`src/rtl/edge_detector_param_if.sv`:
```
// Shared pixel-SRAM port used by edge_detector_param: the detector drives address/data_write/wren
// and receives data_read from the arbiter.
interface edge_detector_param_if #(
  parameter int unsigned ADDR_W = 18
) ();
  logic [ADDR_W-1:0] address;
  logic [31:0]       data_read;
  logic [31:0]       data_write;
  logic              wren;

  modport master (
    output address,
    output data_write,
    output wren,
    input  data_read
  );

  modport slave (
    input  address,
    input  data_write,
    input  wren,
    output data_read
  );
endinterface

```
`src/rtl/edge_detector_param.sv`:
```
// Parametrised windowed-average edge detector walking a source frame in pixel SRAM.
// Define EDGE_DETECTION_AVG_DEBUG_EN to write per-channel window averages instead of the edge flag.
module edge_detector_param #(
  parameter int unsigned IMG_WIDTH  = 320,
  parameter int unsigned IMG_HEIGHT = 240,
  parameter int unsigned ADDR_W     = 18,
  parameter int unsigned WINDOW     = 16,
  parameter int unsigned STEP       = 2,
  parameter int unsigned RD_LATENCY = 1,
  parameter int unsigned SRC_BASE   = 76800,
  parameter int unsigned DST_BASE   = 0
) (
  input  logic                  clk,
  input  logic                  rst_n,
  input  logic                  pause,
  input  logic                  enable_edge_detection,
  input  logic [7:0]            edge_detection_threshold_red,
  input  logic [7:0]            edge_detection_threshold_green,
  input  logic [7:0]            edge_detection_threshold_blue,
  edge_detector_param_if.master sram,
  output logic                  edge_detection_done,
  output logic [ADDR_W-1:0]     edge_count
);

  localparam int unsigned M          = WINDOW / 2;
  localparam int unsigned WS         = WINDOW / STEP;
  localparam int unsigned N          = WS * WS;
  localparam int unsigned LOG_N      = $clog2(N);
  localparam int unsigned SUM_W      = 8 + LOG_N;
  localparam int unsigned ISSUE_LAST = N + 2;
  localparam int unsigned CNT_W      = $clog2(N + 3 + RD_LATENCY);
  localparam int unsigned XW         = $clog2(IMG_WIDTH);
  localparam int unsigned YW         = $clog2(IMG_HEIGHT);
  localparam int unsigned X_LAST     = IMG_WIDTH - M - 1;
  localparam int unsigned Y_LAST     = IMG_HEIGHT - M - 1;

  typedef enum logic [2:0] {StIdle, StIssue, StDrain, StDecide, StWrite, StDone} state_e;

  state_e                           state_q, state_d;
  logic [XW-1:0]                    x_q, x_d;
  logic [YW-1:0]                    y_q, y_d;
  logic [CNT_W-1:0]                 cnt_q, cnt_d;
  logic [RD_LATENCY-1:0]            vld_q, vld_d;
  logic [RD_LATENCY-1:0][CNT_W-1:0] idx_q, idx_d;
  logic [2:0][7:0]                  cen_q, cen_d, rgt_q, rgt_d, blw_q, blw_d;
  logic [2:0][SUM_W-1:0]            sum_q, sum_d;
  logic                             flag_q, flag_d;
  logic [31:0]                      result_q, result_d;
  logic [ADDR_W-1:0]                edge_count_q, edge_count_d;

  logic [2:0][7:0] thr, pix, avg;
  logic [2:0][8:0] avt;
  logic [2:0]      hit;
  logic [CNT_W-1:0] cap_idx;
  logic            unused_ch;
  int unsigned     k, sx, sy;

  assign unused_ch = ^sram.data_read[23:16];

  // Per-channel window average and edge decision; only consumed in StDecide.
  always_comb begin
    thr = {edge_detection_threshold_blue, edge_detection_threshold_green,
           edge_detection_threshold_red};
    pix = {sram.data_read[31:24], sram.data_read[15:8], sram.data_read[7:0]};
    for (int c = 0; c < 3; c++) begin
      avg[c] = 8'(sum_q[c] >> LOG_N);
      avt[c] = {1'b0, avg[c]} + {1'b0, thr[c]};
      hit[c] = (({1'b0, cen_q[c]} >  avt[c]) &&
                (({1'b0, rgt_q[c]} < avt[c]) || ({1'b0, blw_q[c]} < avt[c]))) ||
               (({1'b0, cen_q[c]} <= avt[c]) &&
                (({1'b0, rgt_q[c]} > avt[c]) || ({1'b0, blw_q[c]} > avt[c])));
    end
  end

  always_comb begin
    state_d      = state_q;
    x_d          = x_q;
    y_d          = y_q;
    cnt_d        = cnt_q;
    cen_d        = cen_q;
    rgt_d        = rgt_q;
    blw_d        = blw_q;
    sum_d        = sum_q;
    flag_d       = flag_q;
    result_d     = result_q;
    edge_count_d = edge_count_q;
    cap_idx      = idx_q[RD_LATENCY-1];

    // Tag each issued read with its sample index so it is routed when the data returns.
    for (int i = RD_LATENCY - 1; i > 0; i--) begin
      vld_d[i] = vld_q[i-1];
      idx_d[i] = idx_q[i-1];
    end
    vld_d[0] = (state_q == StIssue);
    idx_d[0] = cnt_q;

    if (vld_q[RD_LATENCY-1]) begin
      if (cap_idx == CNT_W'(0)) begin
        cen_d = pix;
      end else if (cap_idx == CNT_W'(1)) begin
        rgt_d = pix;
      end else if (cap_idx == CNT_W'(2)) begin
        blw_d = pix;
      end else begin
        for (int c = 0; c < 3; c++) sum_d[c] = sum_q[c] + SUM_W'(pix[c]);
      end
    end

    case (state_q)
      StIdle: begin
        if (enable_edge_detection) begin
          state_d      = StIssue;
          x_d          = XW'(M);
          y_d          = YW'(M);
          cnt_d        = '0;
          edge_count_d = '0;
        end
      end
      StIssue: begin
        if (cnt_q == CNT_W'(ISSUE_LAST)) begin
          state_d = StDrain;
          cnt_d   = '0;
        end else begin
          cnt_d = cnt_q + CNT_W'(1);
        end
      end
      StDrain: begin
        if (cnt_q == CNT_W'(RD_LATENCY - 1)) begin
          state_d = StDecide;
          cnt_d   = '0;
        end else begin
          cnt_d = cnt_q + CNT_W'(1);
        end
      end
      StDecide: begin
        state_d = StWrite;
        flag_d  = |hit;
`ifdef EDGE_DETECTION_AVG_DEBUG_EN
        result_d = {avg[2], 8'h00, avg[1], avg[0]};
`else
        result_d = {31'b0, |hit};
`endif
      end
      StWrite: begin
        edge_count_d = edge_count_q + ADDR_W'(flag_q);
        sum_d        = '0;
        cnt_d        = '0;
        state_d      = StIssue;
        if (x_q == XW'(X_LAST)) begin
          x_d = XW'(M);
          if (y_q == YW'(Y_LAST)) begin
            state_d = StDone;
          end else begin
            y_d = y_q + YW'(1);
          end
        end else begin
          x_d = x_q + XW'(1);
        end
      end
      StDone: state_d = StDone;
      default: state_d = StIdle;
    endcase

    // Dropping enable abandons the frame; edge_count is deliberately kept.
    if (!enable_edge_detection) begin
      state_d = StIdle;
      cnt_d   = '0;
      vld_d   = '0;
      sum_d   = '0;
    end
  end

  always_ff @(posedge clk or negedge rst_n) begin
    if (!rst_n) begin
      state_q      <= StIdle;
      x_q          <= '0;
      y_q          <= '0;
      cnt_q        <= '0;
      vld_q        <= '0;
      idx_q        <= '0;
      cen_q        <= '0;
      rgt_q        <= '0;
      blw_q        <= '0;
      sum_q        <= '0;
      flag_q       <= 1'b0;
      result_q     <= '0;
      edge_count_q <= '0;
    end else if (!pause) begin
      state_q      <= state_d;
      x_q          <= x_d;
      y_q          <= y_d;
      cnt_q        <= cnt_d;
      vld_q        <= vld_d;
      idx_q        <= idx_d;
      cen_q        <= cen_d;
      rgt_q        <= rgt_d;
      blw_q        <= blw_d;
      sum_q        <= sum_d;
      flag_q       <= flag_d;
      result_q     <= result_d;
      edge_count_q <= edge_count_d;
    end
  end

  // Issue order: centre, right, below, then the sub-sampled window row-major.
  always_comb begin
    k  = 0;
    sx = 32'(x_q);
    sy = 32'(y_q);
    if (cnt_q == CNT_W'(1)) begin
      sx = 32'(x_q) + 1;
    end else if (cnt_q == CNT_W'(2)) begin
      sy = 32'(y_q) + 1;
    end else if (cnt_q != CNT_W'(0)) begin
      k  = 32'(cnt_q) - 3;
      sx = 32'(x_q) + (k % WS) * STEP - (M - 1);
      sy = 32'(y_q) + (k / WS) * STEP - (M - 1);
    end
  end

  always_comb begin
    sram.address        = '0;
    sram.wren           = 1'b0;
    sram.data_write     = '0;
    edge_detection_done = 1'b0;
    edge_count          = edge_count_q;
    case (state_q)
      StIssue: sram.address = ADDR_W'(SRC_BASE + sy * IMG_WIDTH + sx);
      StWrite: begin
        sram.address    = ADDR_W'(DST_BASE + 32'(y_q) * IMG_WIDTH + 32'(x_q));
        sram.wren       = 1'b1;
        sram.data_write = result_q;
      end
      StDone:  edge_detection_done = 1'b1;
      default: ;
    endcase
  end

endmodule

```
`src/flat_wrapper.sv`:
```
// flat-port wrapper written by rule: the top's interface ports become plain ports
module edge_detector_param_flat 
#(
  parameter int unsigned IMG_WIDTH  = 320,
  parameter int unsigned IMG_HEIGHT = 240,
  parameter int unsigned ADDR_W     = 18,
  parameter int unsigned WINDOW     = 16,
  parameter int unsigned STEP       = 2,
  parameter int unsigned RD_LATENCY = 1,
  parameter int unsigned SRC_BASE   = 76800,
  parameter int unsigned DST_BASE   = 0
)
  (clk, rst_n, pause, enable_edge_detection, edge_detection_threshold_red, edge_detection_threshold_green, edge_detection_threshold_blue, edge_detection_done, edge_count, sram_address, sram_data_write, sram_wren, sram_data_read);
  edge_detector_param_if #(.ADDR_W(ADDR_W)) sram_i ();
  input  logic clk;
  input  logic rst_n;
  input  logic pause;
  input  logic enable_edge_detection;
  input  logic [7:0] edge_detection_threshold_red;
  input  logic [7:0] edge_detection_threshold_green;
  input  logic [7:0] edge_detection_threshold_blue;
  output logic edge_detection_done;
  output logic [ADDR_W-1:0] edge_count;
  output wire logic [$bits(sram_i.address)-1:0] sram_address;
  output wire logic [$bits(sram_i.data_write)-1:0] sram_data_write;
  output wire logic [$bits(sram_i.wren)-1:0] sram_wren;
  input wire logic [$bits(sram_i.data_read)-1:0] sram_data_read;
  assign sram_address = sram_i.address;
  assign sram_data_write = sram_i.data_write;
  assign sram_wren = sram_i.wren;
  assign sram_i.data_read = sram_data_read;
  edge_detector_param #(.IMG_WIDTH(IMG_WIDTH), .IMG_HEIGHT(IMG_HEIGHT), .ADDR_W(ADDR_W), .WINDOW(WINDOW), .STEP(STEP), .RD_LATENCY(RD_LATENCY), .SRC_BASE(SRC_BASE), .DST_BASE(DST_BASE)) u_core (.clk(clk), .rst_n(rst_n), .pause(pause), .enable_edge_detection(enable_edge_detection), .edge_detection_threshold_red(edge_detection_threshold_red), .edge_detection_threshold_green(edge_detection_threshold_green), .edge_detection_threshold_blue(edge_detection_threshold_blue), .sram(sram_i), .edge_detection_done(edge_detection_done), .edge_count(edge_count));
endmodule
```
`config.mk`:
```
export PLATFORM = sky130hd
export DESIGN_NAME = edge_detector_param_flat
export DESIGN_NICKNAME = d
export VERILOG_FILES = /design/src/rtl/edge_detector_param_if.sv /design/src/rtl/edge_detector_param.sv /design/src/flat_wrapper.sv
export SDC_FILE = /design/constraint.sdc
export NUM_CORES = 1
export LEC_CHECK = 0
export ABC_AREA = 1
export BUFFER_PORTS_ARGS = -buffer_cell sky130_fd_sc_hd__buf_2
export CELL_PAD_IN_SITES_DETAIL_PLACEMENT = 0
export CELL_PAD_IN_SITES_GLOBAL_PLACEMENT = 1
export CORE_ASPECT_RATIO = 1.2
export CORE_MARGIN = 3
export CORE_UTILIZATION = 50
export CTS_BUF_LIST = sky130_fd_sc_hd__clkbuf_4 sky130_fd_sc_hd__clkbuf_8
export DETAILED_ROUTE_END_ITERATION = 16
export PLACE_DENSITY = 0.95
export SYNTH_ARGS = -nofsm -noshare
export SYNTH_HDL_FRONTEND = slang
export SYNTH_SLANG_ARGS = --single-unit
```
`constraint.sdc`:
```
create_clock -name clk -period 12.9 [get_ports clk]
set_clock_uncertainty 0.15 [all_clocks]
set_input_delay 0.645 -clock clk [delete_from_list [all_inputs] [get_ports clk]]
set_output_delay 0.645 -clock clk [all_outputs]
set_load 0.005 [all_outputs]
```
== Word-level counts from Yosys, hierarchy flattened ==
Cells that the tools add are included.

* Register bits after elaboration: 168
* Word-level logic and storage cells: 152
* Input bits: 60
* Output and inout bits: 70

* Add/sub/neg operators: 20
* $lt $le $gt $ge: 18
* Equal/unequal tests: 22
* Bitwise logic cells: 3
* Multiplexer cells: 36
* Multipliers: 2
* Reductions and logical operators: 31

{| class="wikitable"
|+ Operators with widths
! kind !! count
|-
| 42-bit two-way mux || 6
|-
| 32-bit two-way mux || 3
|-
| 8-bit by 9-bit > comparator with 1-bit output || 9
|-
| 18-bit two-way mux || 4
|-
| 18-bit case mux with 2 select lines || 2
|-
| 8-bit by 9-bit less-than comparator with 1-bit output || 6
|-
| 14-bit by 8-bit adder with 14-bit output || 3
|-
| 32-bit by 3-bit multiplier with 12-bit output, second input constant || 1
|-
| 32-bit by 3-bit subtractor with 32-bit output, second input constant || 1
|-
| 8-bit by 30-bit adder with 31-bit output || 1
|-
| 8-bit by 8-bit adder with 9-bit output || 3
|-
| 8-bit by 9-bit <= comparator with 1-bit output || 3
|-
| 8-bit two-way mux || 3
|-
| 7-bit two-way mux || 3
|-
| 7-bit case mux with 3 select lines || 1
|-
| 17-bit by 18-bit adder with 18-bit output, first input constant || 1
|-
| 17-bit by 9-bit adder with 18-bit output || 1
|-
| 18-bit by 1-bit adder with 18-bit output || 1
|-
| 18-bit adder || 1
|-
| 9-bit two-way mux || 2
|-
| 3-bit case mux with 6 select lines || 1
|-
| 9-bit case mux with 2 select lines || 1
|-
| 8-bit case mux with 2 select lines || 1
|-
| 3-bit two-way mux || 5
|-
| other kinds (37) || 69
|}

== Logic depth before layout (Yosys ltp) ==
Gate-level depths: netlist (run 1).

* Depth in word-level cells: 10
* Gate-level depth with buffers: 40
* Gate-level depth less buffers: 40

== Least setup slack after synthesis (run 1) ==
Ideal clock, no wire load.

* Path kind: register -> output
* From: register u_core.cnt_q[2]
* To: output sram_address[17]
* Setup slack: 6895 ps
* Buffers on the path: 0
* Data required time: 12105 ps
* Stages on the path, launching flop included: 36
* Data arrival time: 5210 ps
* Cells stage by stage: dfrtp_1 nor2_4 nand2_2 nand2_1 ha_1 inv_1 fa_1 nand3b_1 nand2_1 xor2_1 nor2_1 nand2_1 nand3_1 o211ai_1 nand3_1 nand2_1 ha_1 ha_1 nand2_1 o21ai_1 a21oi_1 o21ai_0 xnor2_1 inv_1 ha_1 ha_1 inv_1 nor4_1 nand3_1 nand3_1 nand3_1 nand2_1 inv_2 nand2_1 nand2_1 nor2_1

* Cells in the longest elaborated chain, start to end: 10
* Elaborated cells on any way between the ends: 18
* Those cells by class: 7 x add/sub; 1 x mul; 2 x eq/ne; 7 x mux; 1 x reduce/logical

{| class="wikitable"
|+ RTL lines
! element !! line !! source
|-
| from (decl) || edge_detector_param.sv:42 || <nowiki>logic [CNT_W-1:0] cnt_q, cnt_d;</nowiki>
|-
| from (signal assigned) || edge_detector_param.sv:192 || <nowiki>cnt_q <= cnt_d;</nowiki>
|-
| 7-bit by 2-bit subtractor with 8-bit output || edge_detector_param.sv:215 || <nowiki>k = 32'(cnt_q) - 3;</nowiki>
|-
| 8-bit by 30-bit adder with 31-bit output || edge_detector_param.sv:217 || <nowiki>sy = 32'(y_q) + (k / WS) * STEP - (M - 1);</nowiki>
|-
| 32-bit by 3-bit subtractor with 32-bit output || edge_detector_param.sv:217 ||
|-
| 32-bit two-way mux || edge_detector_param.sv:214 || <nowiki>end else if (cnt_q != CNT_W'(0)) begin</nowiki>
|-
| 32-bit two-way mux || edge_detector_param.sv:212 || <nowiki>end else if (cnt_q == CNT_W'(2)) begin</nowiki>
|-
| 32-bit two-way mux || edge_detector_param.sv:210 || <nowiki>if (cnt_q == CNT_W'(1)) begin</nowiki>
|-
| 32-bit by 3-bit multiplier with 12-bit output || edge_detector_param.sv:228 || <nowiki>StIssue: sram.address = ADDR_W'(SRC_BASE + sy * IMG_WIDTH + sx);</nowiki>
|-
| 17-bit by 18-bit adder with 18-bit output || edge_detector_param.sv:228 ||
|-
| 18-bit adder * || edge_detector_param.sv:228 ||
|-
| 18-bit case mux with 2 select lines * || edge_detector_param.sv:227 || <nowiki>case (state_q)</nowiki>
|-
| to (decl) || flat_wrapper.sv:24 || <nowiki>output wire logic [$bits(sram_i.address)-1:0] sram_address;</nowiki>
|}

Mark *: on every way between the ends. The rest lies on a longest branch, timed or not.

== Final worst setup path (run 1) ==
Ends and elaborated chain as after synthesis.

==> results of run 1 <==
-- worst max path at each step --
stage,start,endpoint,slack [ns],depth (start not counted)
2_1_floorplan,u_core.cnt_q[2],sram_address[17],6.89,35
3_3_place_gp,u_core.cnt_q[2],sram_address[17],6.17,37
3_5_place_dp,u_core.cnt_q[2],sram_address[17],6.04,37
4_1_cts,u_core.cnt_q[2],sram_address[17],5.48,37
5_1_grt,u_core.cnt_q[2],sram_address[17],4.97,37
6_report,u_core.cnt_q[2],sram_address[17],5.51,37
-- per-layer routing --
layer,up-vias,share of wire
met5,-,0.00036
met4,2,0.021
met3,52,0.031
li1,6539,-
met1,5984,0.44
met2,225,0.51
-- layout by cell type, fill, tap and decap left out, types with 19 or more instances in the layout --
cell type,n
nor2_1,104
buf_2,89
inv_1,266
nand3_1,94
xor2_1,54
dfrtp_1,168
nand4_1,22
nor3_1,34
conb_1,31
a21oi_1,121
o22ai_1,19
nand2_1,457
ha_1,209
xnor2_1,22
o21ai_0,172
-- kinds of logic (layout without fill, tap and decap cells) --
kind of cell    after synthesis  count (layout)  synth area share
simple gates                762             762            0.2304
xor+xnor                     76              76           0.04570
buf+inv                     347             412           0.09844
other cells                   1              31         0.0002575
flops                       168             168            0.2886
compound gates              371             371            0.1405
fa+ha+maj                   221             221            0.1960
-- cell type report --
class	instances	area (sq um)	share of cell area
well taps	379	474.2	0.03028
multi-input cells	1461	9040	0.5772
clock buffers	19	255.2	0.01630
clock inverters	13	120.1	0.007669
inverters	285	1075	0.06862
repair buffers	95	494.2	0.03155
flip-flops and latches	168	4204	0.2684
-- state kept, by name (all words and copies together), names as in the netlist --
signal and count:
u_core.avg 24, u_core.blw_q 24, u_core.cap_idx 7, u_core.cen_q 24, u_core.cnt_q 7, u_core.edge_count 18
u_core.flag_q 1, u_core.rgt_q 24, u_core.state_q 3, u_core.sum_q 18, u_core.vld_q 1, u_core.x_q 9
u_core.y_q 8
-- per-stage QoR --
step	worst slack [ns]	std cells	utilization	area, sq um	power, mW
2_1_floorplan	6.895	1976	-	14680	2.428
3_3_place_gp	6.172	2388	0.5395	15290	2.959
3_5_place_dp	6.038	2388	0.5395	15290	3.014
4_1_cts	5.482	2420	0.5528	15660	3.402
5_1_grt	4.974	2420	0.5528	15660	3.803
6_report	5.515	2420	0.5528	15660	3.389
-- power by group through the flow --
| stage | logic (mW) | clock network, mW | registers, mW |
|---|---|---|---|
| after floorplan | 1.70 | 0 | 0.725 |
| after CTS | 2.27 | 0.385 | 0.744 |
| after global routing | 2.63 | 0.409 | 0.761 |
| final | 2.27 | 0.379 | 0.745 |
| after global placement | 2.21 | 0 | 0.749 |
| after detailed placement | 2.26 | 0 | 0.752 |
==> metrics.md, run 1 <==
| Metric | Value |
|---|---|
| Status | finished clean |
| Vias in the first global route | 12347 |
| Synth Instances | 1946 |
| Peak Freq | 135.4 MHz |
| Final min period | 7.385 ns |
| Crit-path leading delay family | simple AND/OR/NAND/NOR gates |
| Die X | 161.8 microns |
| Global-route wire length before repair | 59420 microns |
| Critical path buffers and inverters | 5 |
| CTS Buf Count | 17 |
| Hold WS | 0.05738 ns |
| Clock power frac | 0.112 |
| Met3 Track Usage GR | 0.03034 |
| HP Class | in -> async |
| 1st-iter DRT viols | 750 |
| Fin crit share | 0.5725 |
| Met2 Use GR | 0.4199 |
| Yosys Warn Count | 0 |
| Power share of the sequential group | 0.220 |
| Initial Utilization | 0.5140 |
| Kind of critical path | reg -> out |
| Pin count of the biggest net entering global routing | 96 |
| Core ar. | 28330 sq um |
| HPWL Detailed | 28090 microns |
| Power per cell area | 216.4 nW/um^2 |
| Fillers | 2736 |
| Rows | 67 |
| Total wire length | 35640 microns |
| Clk sink count | 168 |
| Mean Syn Cell Area | 7.485 sq um |
| Vias/cell | 5.290 |
| Maximum vdd drop | 0.4671 mV |
| Post-CTS sizing | 0 |
| DIE AREA | 31220 sq um |
| Leading area contributor after synthesis | dfrtp_1 |
| I/O pins | 130 |
| Worst path most repeated cell | nand2_1 |
| Crit Reg-Reg Startpoint | u_core.avg[18] |
| Sw Pwr | 1.736 mW |
| Drt pass-1 iters | 6 |
| DR vias | 12802 |
| Pleak | 8.376 nW |
| Critical-path maximum fanout | 4 |
| Post-layout net count | 2309 |
| CTS tree | built |
| Post-route DRC violation count | 0 |
| Synth Register Bits | 168 |
| Final RePlAce weighted congestion | 0.8968 |
| Number of distinct library cells after synthesis | 55 |
| Pins Over Slew Limit | 0 |
| # port buffers | 90 |
| Reg clk slew, reported paths | 0.10 ns |
| Slew margin rel. | 0.3675 |
| Setup TNS | 0 ns |
| # hold bufs at CTS | 0 |
| Layer with the highest usage | met2 |
| Setup Fix Bufs, Post-CTS | 0 |
| Hold Fails Final Rpt | 0 |
| RSZ-0062 raised after global routing | false |
| Largest cells by area after synthesis | dfrtp_1, ha_1, nand2_1 |
| Worst skew pair latency | 0.49 ns |
| Antenna Nets Post-Route | 0 |
| WL per Instance | 14.73 microns |
| Length in cells of the worst reg-to-reg path | 20 |
| Maxcap violations | 0 |
| Layout cells sized above 1 | 0.08868 |
| Critical path endpoint category | output port |
| Area Growth Syn to Fin | 7.534% |
| Final setup viols | 0 |
| Synth top cells by count | nand2_1, inv_1, ha_1 |
| Reg2reg end | u_core.flag_q |
| Worst slew pin tran | 0.9487 ns |
| Gr ovfl total | 0 |
| Async S/R FF share, synth | 1.000 |
| Initial antenna violation count | 1 |
| Top-count cell post-synth | nand2_1 |
| H-tree levels | 4 |
| Root buf cell | clkbuf_8 |
| EDFF count, synth | 0 |
| Post-synth top flop | dfrtp_1 |
| Crit path DAT | 6.59 ns |
| Die height | 193.0 microns |
| Area fraction of the dominant cell type after synthesis | 0.2886 |
| CP required | 12.10 ns |
| Maximum clock path buffer count | 2 |
| GR Util All Layers | 0.2314 |
| GR Util met1 | 0.2883 |
| Crit path largest cell delay | 0.46 ns |
| Switching portion of total power | 0.5123 |
| Flop-to-flop setup slack | 9.61 ns |
| Share of the yosys chip area belonging to registers | 0.2886 |
| Int Pwr | 1.653 mW |
| # diodes | 0 |
| Crit-path slowest cell | dfrtp_1 |
| Mapped Area | 14570 sq um |
| Comb power frac | 0.668 |
| Critical path launch point type | flop |
No activity file was read; power rests on OpenSTA's default activity.
==> run 2: changes to the inputs <==
CORE_UTILIZATION = 46   (was 50)
PLACE_DENSITY = 0.9   (was 0.95)
clock period = 7.6 ns   (was 12.9 ns; I/O delays follow)
==> metrics.md, run 2 (synthesis results as in run 1) <==
| Metric | Value |
|---|---|
| Die height | 200.9 microns (was 193.0 microns) |
| Reg clk slew, reported paths | 0.10 ns (about the same) |
| Critical Path End | sram_address[17] (unchanged) |
| Vias in the first global route | 12337 (was 12347) |
| CP required | 7.07 ns (was 12.10 ns) |
| # diodes | 0 (unchanged) |
| Final setup viols | 0 (unchanged) |
| Die X | 168.4 microns (was 161.8 microns) |
| Layout cells sized above 1 | 0.08868 (unchanged) |
| Min-delay src | sram_data_read[2] |
| # hold bufs at CTS | 1 (was 0) |
| Highest routed layer | met5 (unchanged) |
| Crit path largest cell delay | 0.45 ns (was 0.46 ns) |
| Flop-to-flop setup slack | 4.19 ns (was 9.61 ns) |
| Maximum vdd drop | 0.8977 mV (was 0.4671 mV) |
| Crit Reg-Reg Startpoint | u_core.avg[18] (unchanged) |
| Crit path from | u_core.cnt_q[2] (unchanged) |
| Pins Over Slew Limit | 0 (unchanged) |
| Antenna Nets Post-Route | 0 (unchanged) |
| Metal1 wirelength | 15840 microns (was 15720 microns) |
| CTS Buf Count | 17 (unchanged) |
| Post-route DRC violation count | 0 (unchanged) |
| CTS tree | built (unchanged) |
| Post-CTS sizing | 0 (unchanged) |
| Crit path DAT | 6.42 ns (was 6.59 ns) |
| Area Growth Syn to Fin | 8.066% (was 7.534%) |
| 1st-iter DRT viols | 752 (was 750) |
| Rows | 70 (was 67) |
| Pleak | 8.407 nW (was 8.376 nW) |
| Global-route wire length before repair | 59820 microns (was 59420 microns) |
| Vias/cell | 5.180 (was 5.290) |
| Setup TNS | 0 ns (unchanged) |
| I/O pins | 130 (unchanged) |
| CP Depth | 37 (unchanged) |
| # port buffers | 90 (unchanged) |
| Initial antenna violation count | 1 (unchanged) |
| Post-layout net count | 2309 (unchanged) |
| GR Util All Layers | 0.2119 (was 0.2314) |
| Worst slew pin tran | 0.9839 ns (was 0.9487 ns) |
| Maximum clock path buffer count | 2 (unchanged) |
| WL per Instance | 14.62 microns (was 14.73 microns) |
| Drt pass-1 iters | 5 (was 6) |
| Hold WS | 0.06256 ns (was 0.05738 ns) |
| Critical-path maximum fanout | 4 (unchanged) |
| Peak Freq | 144.0 MHz |
| Final min period | 6.945 ns |
| Power per cell area | 364.5 nW/um^2 (was 216.4 nW/um^2) |
| HP Class | in -> reg (was in -> async) |
| Commonest non-fill, non-tap cells in the layout | nand2_1, inv_1, ha_1, o21ai_0, dfrtp_1 (unchanged) |
| Reg2reg end | u_core.flag_q (unchanged) |
| Clk sink count | 168 (unchanged) |
| Status | finished clean (unchanged) |
| Fin crit share | 0.9139 |
| DIE AREA | 33840 sq um (was 31220 sq um) |
| Setup Fix Bufs, Post-CTS | 0 (unchanged) |
| HPWL Detailed | 28240 microns (was 28090 microns) |
| Tot Pwr | 5.738 mW (was 3.389 mW) |
| Slew margin rel. | 0.3433 (was 0.3675) |
| Critical path launch point type | flop (unchanged) |
| Commonest non-fill, non-tap cell in the layout | nand2_1 (unchanged) |
| Met2 wire length | 17650 microns (was 18050 microns) |
| Crit-path leading delay family | simple AND/OR/NAND/NOR gates (unchanged) |
| Gr ovfl total | 0 (unchanged) |
| Root buf cell | clkbuf_8 (unchanged) |
| Final RePlAce weighted congestion | 0.8687 (was 0.8968) |
| H-tree levels | 4 (unchanged) |
| Hold Fails Final Rpt | 0 (unchanged) |
| Met3 wire len | 1238 microns (was 1111 microns) |
| Total wire length | 35630 microns (was 35640 microns) |
| Critical path buffers and inverters | 5 (unchanged) |
| RSZ-0062 raised after global routing | false (unchanged) |
| Kind of critical path | reg -> out (unchanged) |
| Critical path endpoint category | output port (unchanged) |
| Length in cells of the worst reg-to-reg path | 20 (unchanged) |
| Maxcap violations | 0 (unchanged) |
| Initial Utilization | 0.4724 (was 0.5140) |
| Final core utilization | 0.5106 (was 0.5528) |
| Worst skew pair latency | 0.48 ns (was 0.49 ns) |
| Worst path most repeated cell | nand2_1 (unchanged) |
| Fillers | 3048 (was 2736) |
| DR vias | 12624 (was 12802) |
| Pin count of the biggest net entering global routing | 97 (was 96) |
| Crit-path slowest cell | dfrtp_1 (unchanged) |
| Core ar. | 30830 sq um (was 28330 sq um) |
## run 2: worst min path at each step
stage / endpoint / slack, ns / depth (start not counted)
after global placement: u_core.cap_idx[3] / 0.32 / 2
final: u_core.cen_q[2] / 0.06 / 3
after floorplan: u_core.avg[0] / -0.07 / 0
after CTS: u_core.cen_q[2] / 0.04 / 3
after detailed placement: u_core.cap_idx[3] / 0.32 / 2
after global routing: u_core.rgt_q[12] / 0.06 / 3
## run 2: area by class of cell
cell class / instances / area [sq um] / share of cell area
clock inverter: 14 / 182.7 / 0.01161
sequential: 168 / 4204 / 0.2671
timing repair buffer: 95 / 496.7 / 0.03156
clock buffer: 18 / 241.5 / 0.01534
tap: 396 / 495.5 / 0.03148
inverter: 285 / 1075 / 0.06828
multi-input combinational: 1461 / 9045 / 0.5746
## run 2: tightest hold or removal path, delay by kind of cell
kind                   cells  cell delay [ns]
AOI/OAI and AO/OA          1             0.08
buffers and inverters      2             0.19
## run 2: metrics by stage
step                      area, sq um  std cells  worst slack [ns]
after detailed placement        15310       2404             1.147
final                           15740       2437            0.6545
after global routing            15740       2437           0.08108
after CTS                       15740       2437            0.5770
after floorplan                 14680       1976             1.860
after global placement          15310       2404             1.214
## run 2: per-layer routing
metal	vias to the layer above	track usage
met5	-	0
met4	2	0.06782
met3	53	0.02600
met2	237	0.3753
met1	5798	0.2679
li1	6534	-
## run 2: report_power, final
| part | total (mW) | switching (mW) | internal (mW) |
|---|---|---|---|
| clock network | 0.705 | 0.367 | 0.338 |
| logic | 3.77 | 2.36 | 1.41 |
| registers | 1.27 | 0.162 | 1.11 |
